`config.mk`:
```
export PLATFORM = sky130hd
export DESIGN_NAME = sync_fifo_ctrl_flat
export DESIGN_NICKNAME = d
export VERILOG_FILES = /design/src/rtl/sync_fifo_ctrl_if.sv /design/src/rtl/sync_fifo_ctrl.sv /design/src/flat_wrapper.sv
export SDC_FILE = /design/constraint.sdc
export NUM_CORES = 1
export LEC_CHECK = 0
export BUFFER_PORTS_ARGS = -buffer_cell sky130_fd_sc_hd__buf_2
export CAP_MARGIN = 25
export CELL_PAD_IN_SITES_DETAIL_PLACEMENT = 0
export CELL_PAD_IN_SITES_GLOBAL_PLACEMENT = 2
export CORE_MARGIN = 1.5
export CORE_UTILIZATION = 45
export DETAILED_ROUTE_END_ITERATION = 7
export GPL_TIMING_DRIVEN = 0
export PLACE_DENSITY = 0.74
export SLEW_MARGIN = 5
export SYNTH_ARGS = -nofsm -noshare
export SYNTH_HDL_FRONTEND = slang
export SYNTH_SLANG_ARGS = --single-unit
```
`constraint.sdc`:
```
create_clock -name clk -period 3.1 [get_ports clk]
set_clock_uncertainty 0.2 [all_clocks]
set_input_delay 0.31 -clock clk [delete_from_list [all_inputs] [get_ports clk]]
set_output_delay 0.31 -clock clk [all_outputs]
set_load 0.03 [all_outputs]
```
`src/rtl/sync_fifo_ctrl_if.sv`:
```
// Command/status bundle between a FIFO producer/consumer driver and the
// sync_fifo_ctrl responder.
interface sync_fifo_ctrl_if #(
  parameter int unsigned DATA_WIDTH = 8,
  parameter int unsigned ADDR_WIDTH = 4
);
  logic                  clr;
  logic                  wr;
  logic [DATA_WIDTH-1:0] din;
  logic                  rd;
  logic [DATA_WIDTH-1:0] dout;
  logic                  dout_valid;
  logic                  full;
  logic                  empty;
  logic                  almost_full;
  logic [ADDR_WIDTH:0]   count;
  logic                  overflow;
  logic                  underflow;

  modport master (
    output clr, wr, din, rd,
    input  dout, dout_valid, full, empty, almost_full, count, overflow, underflow
  );

  modport slave (
    input  clr, wr, din, rd,
    output dout, dout_valid, full, empty, almost_full, count, overflow, underflow
  );
endinterface

```
`src/rtl/sync_fifo_ctrl.sv`:
```
// Single-clock FIFO over a register array: registered read data, occupancy
// count, count-derived flags and one-cycle overflow/underflow pulses.
module sync_fifo_ctrl #(
  parameter int unsigned DATA_WIDTH  = 8,
  parameter int unsigned ADDR_WIDTH  = 4,
  parameter int unsigned AFULL_LEVEL = 14
) (
  input logic             clk,
  input logic             rst_n,
  sync_fifo_ctrl_if.slave bus
);
  localparam int unsigned DEPTH = 2 ** ADDR_WIDTH;
  localparam logic [ADDR_WIDTH:0] DEPTH_CNT = (ADDR_WIDTH+1)'(DEPTH);
  localparam logic [ADDR_WIDTH:0] AFULL_CNT = (ADDR_WIDTH+1)'(AFULL_LEVEL);

  logic [DATA_WIDTH-1:0] mem_q [DEPTH];
  logic [ADDR_WIDTH-1:0] wr_ptr_q, wr_ptr_d;
  logic [ADDR_WIDTH-1:0] rd_ptr_q, rd_ptr_d;
  logic [ADDR_WIDTH:0]   count_q, count_d;
  logic [DATA_WIDTH-1:0] dout_q, dout_d;
  logic                  dout_valid_q, dout_valid_d;
  logic                  overflow_q, overflow_d;
  logic                  underflow_q, underflow_d;
  logic                  full, empty, wr_ok, rd_ok, wr_en;

  always_comb begin
    full  = (count_q == DEPTH_CNT);
    empty = (count_q == '0);
    // A read frees a slot in the same cycle, so a full FIFO still takes a write alongside it.
    wr_ok = bus.wr & (~full | bus.rd);
    rd_ok = bus.rd & ~empty;

    wr_ptr_d     = wr_ptr_q;
    rd_ptr_d     = rd_ptr_q;
    count_d      = count_q;
    dout_d       = dout_q;
    dout_valid_d = 1'b0;
    overflow_d   = 1'b0;
    underflow_d  = 1'b0;
    wr_en        = 1'b0;

    if (bus.clr) begin
      wr_ptr_d = '0;
      rd_ptr_d = '0;
      count_d  = '0;
    end else begin
      overflow_d  = bus.wr & ~wr_ok;
      underflow_d = bus.rd & empty;
      wr_en       = wr_ok;
      if (wr_ok) wr_ptr_d = wr_ptr_q + ADDR_WIDTH'(1);
      if (rd_ok) begin
        rd_ptr_d     = rd_ptr_q + ADDR_WIDTH'(1);
        dout_d       = mem_q[rd_ptr_q];
        dout_valid_d = 1'b1;
      end
      case ({wr_ok, rd_ok})
        2'b10:   count_d = count_q + (ADDR_WIDTH+1)'(1);
        2'b01:   count_d = count_q - (ADDR_WIDTH+1)'(1);
        default: count_d = count_q;
      endcase
    end
  end

  always_ff @(posedge clk or negedge rst_n) begin
    if (!rst_n) begin
      wr_ptr_q     <= '0;
      rd_ptr_q     <= '0;
      count_q      <= '0;
      dout_q       <= '0;
      dout_valid_q <= 1'b0;
      overflow_q   <= 1'b0;
      underflow_q  <= 1'b0;
    end else begin
      wr_ptr_q     <= wr_ptr_d;
      rd_ptr_q     <= rd_ptr_d;
      count_q      <= count_d;
      dout_q       <= dout_d;
      dout_valid_q <= dout_valid_d;
      overflow_q   <= overflow_d;
      underflow_q  <= underflow_d;
    end
  end

  // Storage is not reset, but a write must not land while reset is held.
  always_ff @(posedge clk) begin
    if (wr_en && rst_n) mem_q[wr_ptr_q] <= bus.din;
  end

  assign bus.dout        = dout_q;
  assign bus.dout_valid  = dout_valid_q;
  assign bus.full        = full;
  assign bus.empty       = empty;
  assign bus.almost_full = (count_q >= AFULL_CNT);
  assign bus.count       = count_q;
  assign bus.overflow    = overflow_q;
  assign bus.underflow   = underflow_q;
endmodule

```
`src/flat_wrapper.sv`:
```
// flat-port wrapper written by rule: the top's interface ports become plain ports
module sync_fifo_ctrl_flat 
#(
  parameter int unsigned DATA_WIDTH  = 8,
  parameter int unsigned ADDR_WIDTH  = 4,
  parameter int unsigned AFULL_LEVEL = 14
)
  (clk, rst_n, bus_clr, bus_wr, bus_din, bus_rd, bus_dout, bus_dout_valid, bus_full, bus_empty, bus_almost_full, bus_count, bus_overflow, bus_underflow);
  sync_fifo_ctrl_if #(.DATA_WIDTH(DATA_WIDTH), .ADDR_WIDTH(ADDR_WIDTH)) bus_i ();
  input logic clk;
  input logic rst_n;
  input wire logic [$bits(bus_i.clr)-1:0] bus_clr;
  input wire logic [$bits(bus_i.wr)-1:0] bus_wr;
  input wire logic [$bits(bus_i.din)-1:0] bus_din;
  input wire logic [$bits(bus_i.rd)-1:0] bus_rd;
  output wire logic [$bits(bus_i.dout)-1:0] bus_dout;
  output wire logic [$bits(bus_i.dout_valid)-1:0] bus_dout_valid;
  output wire logic [$bits(bus_i.full)-1:0] bus_full;
  output wire logic [$bits(bus_i.empty)-1:0] bus_empty;
  output wire logic [$bits(bus_i.almost_full)-1:0] bus_almost_full;
  output wire logic [$bits(bus_i.count)-1:0] bus_count;
  output wire logic [$bits(bus_i.overflow)-1:0] bus_overflow;
  output wire logic [$bits(bus_i.underflow)-1:0] bus_underflow;
  assign bus_i.clr = bus_clr;
  assign bus_i.wr = bus_wr;
  assign bus_i.din = bus_din;
  assign bus_i.rd = bus_rd;
  assign bus_dout = bus_i.dout;
  assign bus_dout_valid = bus_i.dout_valid;
  assign bus_full = bus_i.full;
  assign bus_empty = bus_i.empty;
  assign bus_almost_full = bus_i.almost_full;
  assign bus_count = bus_i.count;
  assign bus_overflow = bus_i.overflow;
  assign bus_underflow = bus_i.underflow;
  sync_fifo_ctrl #(.DATA_WIDTH(DATA_WIDTH), .ADDR_WIDTH(ADDR_WIDTH), .AFULL_LEVEL(AFULL_LEVEL)) u_core (.clk(clk), .rst_n(rst_n), .bus(bus_i));
endmodule
```
==> flow_summary.ini <==
[status]
outcome = completed

[cts]
cts_htree_levels = 4
clkTransAtPathRegs_ns = 0.06
numCtsBuffers = 17
root_buffer = clkbuf_16
post-cts-setup-buffers = 0
clock_latency_ns = 0.42
cts-resized-gates = 0
cts_max_path_buffers = 2
clock_sinks = 152
cts_tree = built

[timing]
setup_tns_ns = 0
tightest_slew_ns = 0.960
rsz0062_at_grt = false
period_needed_ns = 2.79
slew_headroom_pct = 35.8
setup_viol_count_final = 0
fmax_mhz = 359
period_share_pct = 89.9
hold_violations = 0
maxSlewViolCount = 0

[finish]
fin_nets = 418
stdcell_count = 587
area_growth_pct = 15.5
final_common_cell = edfxtp_1
final_cell_area_um2 = 7200
postLayoutCoreUtil_pct = 53.7
drive_gt1_share_pct = 26.3
diodes = 0
layout_common_cells = edfxtp_1 (128), buf_2 (37), mux4_2 (32)
fill_cells = 1078

[floorplan]
row_count = 42
dieHeight_um = 121
die_area_um2 = 14600
ios = 32
fp.dieW_um = 121
start_util_pct = 46.5
core_area_um2 = 13400

[placement]
post-dp-hpwl_mm = 8.17
gp_congestion = 0.732
dpl_cell_area_um2 = 6620
io_buffer_count = 29
place_inst = 554

[logic_synthesis]
yosysWarnings = 0
syn-num-nets = 369
synth.distinct_cells = 38
ys_async_sr_fraction_pct = 15.8
synth_edf_count = 128
synth.avg_cell_area_um2 = 17.9
synth_area_um2 = 6230
netlist_instances = 349
ys_seq_area_share_pct = 71.3
synth_seq_cells = 152
synthFlopType = edfxtp_1

[routing]
vias_per_cell = 5.50
drc = 0
wire_per_inst_um = 21.5
drt_wl_total_mm = 12.6
drt_pre_antenna_iters = 4
vias = 3226
ant_nets = 0
drtIter0Drc = 279

[setup_path]
crit_path_max_fanout = 25
crit_path_end_kind = flip-flop
worstPathArrival_ns = 2.62
path_class = in -> reg
cp_data_required_time_ns = 2.93
start_kind = input port

[power_and_ir_drop]
p_leak_uw = 0.00253
total_power_uw = 5550
ir_drop_uv = 555
p_per_area_nw_per_um2 = 771

[global_routing]
grt_pass1_vias = 3361
grt_overflow = 0
grt_pass1_wl_mm = 19.6
antenna_found_initial = 0
grt_usage_pct = 19.3
grt_start_max_net_pins = 26

[hold_path]
min_path_type = in -> reg

[job]
max-cap-violations = 0
power by group:
group          internal (uW)  switching (uW)  leakage (uW)  total (uW)
Sequential              2320            82.2       0.00147        2400
Clock                   1250             756      0.000271        2010
Combinational            437             705      0.000788        1140
Total                   4010            1540       0.00253        5550
through the flow:
| step | hold WS [ns] | setup WS, ns |
|---|---|---|
| final | 0.0250 | 0.315 |
| after global routing | 0.0235 | 0.110 |
| after CTS | 0.00335 | 0.242 |
| after detailed placement | 0.160 | 0.343 |
| after global placement | 0.152 | -0.0924 |
| after floorplan | -0.186 | 0.440 |
timing repair:
item	4_1_cts	5_1_grt
hold buffers	1	0
setup endpoints to repair	0	0
endpoints found under the hold margin	24	0
worst paths after layout:
kind / startpoint / end / slack (ns) / cells past startpoint
setup / recovery: rst_n / u_core.mem_q[13][2] / 0.31 / 5
hold / removal: bus_rd / u_core.bus.underflow / 0.03 / 3
setup reg to reg: u_core.bus.count[1] / u_core.mem_q[13][2] / 0.41 / 7
hold reg to reg: u_core.bus.dout[6] / u_core.bus.dout[6] / 0.29 / 2
max in group asynchronous: rst_n / u_core.bus.dout[3] / 2.04 / 2
min in group asynchronous: rst_n / u_core.bus.count[2] / 0.24 / 2
routing by layer:
metal	up-vias	GRT usage [%]	wire length [um]
met1	1657	24.6	5320
met3	9	5.61	724
met5	-	0	0
li1	1472	-	-
met4	0	8.46	131
met2	88	30.8	6450
final cells by class:
cell class | count | area (um2) | area share, %
buffer | 20 | 96.3 | 1.34
clock buffer | 21 | 440 | 6.12
clock inverter | 11 | 130 | 1.81
inverter | 7 | 26.3 | 0.365
multi-input combinational | 170 | 1680 | 23.4
sequential | 152 | 4440 | 61.8
tap | 176 | 220 | 3.06
timing repair buffer | 30 | 155 | 2.16
cell families after synthesis:
family / after synthesis / share of synthesized area (%)
and+or+nand+nor: 82 / 6.71
buffers and inverters: 27 / 1.97
AOI/OAI and AO/OA: 24 / 3.09
muxes: 51 / 14.6
adders and majority gates: 7 / 1.41
DFF: 152 / 71.3
xor gates and xnor gates: 6 / 0.844
critical path, stage by stage:
cell and delay, ns:
dlygate4sd3_1 0.52, buf_2 0.51, and4b_4 0.45, nand2_4 0.08, nor2_1 0.73
cell usage after synthesis (all sizes together), types with 2 or more instances:
cell type / count / area [um2]
nor4: 3 / 25.0
ha: 7 / 87.6
clkbuf: 9 / 33.8
or3: 4 / 25.0
xor2: 5 / 43.8
nor2: 25 / 93.8
mux4: 32 / 721
nand3: 7 / 35.0
a211o: 2 / 17.5
edfxtp: 128 / 3840
inv: 7 / 26.3
dfrtp: 24 / 601
o221ai: 8 / 70.1
a21oi: 7 / 38.8
nor3: 6 / 30.0
o21ai: 2 / 10.0
nand2: 26 / 128
buf: 11 / 62.6
mux2i: 18 / 180
nand2b: 6 / 37.5
sequential cells by signal (all words and copies together), names as in the netlist:
register               flops
u_core.bus.count           5
u_core.bus.dout            8
u_core.wr_ptr_q            4
u_core.bus.underflow       1
u_core.bus.overflow        1
u_core.rd_ptr_q            4
u_core.bus.dout_valid      1
u_core.mem_q             128
(Power assumes the default switching activity.)
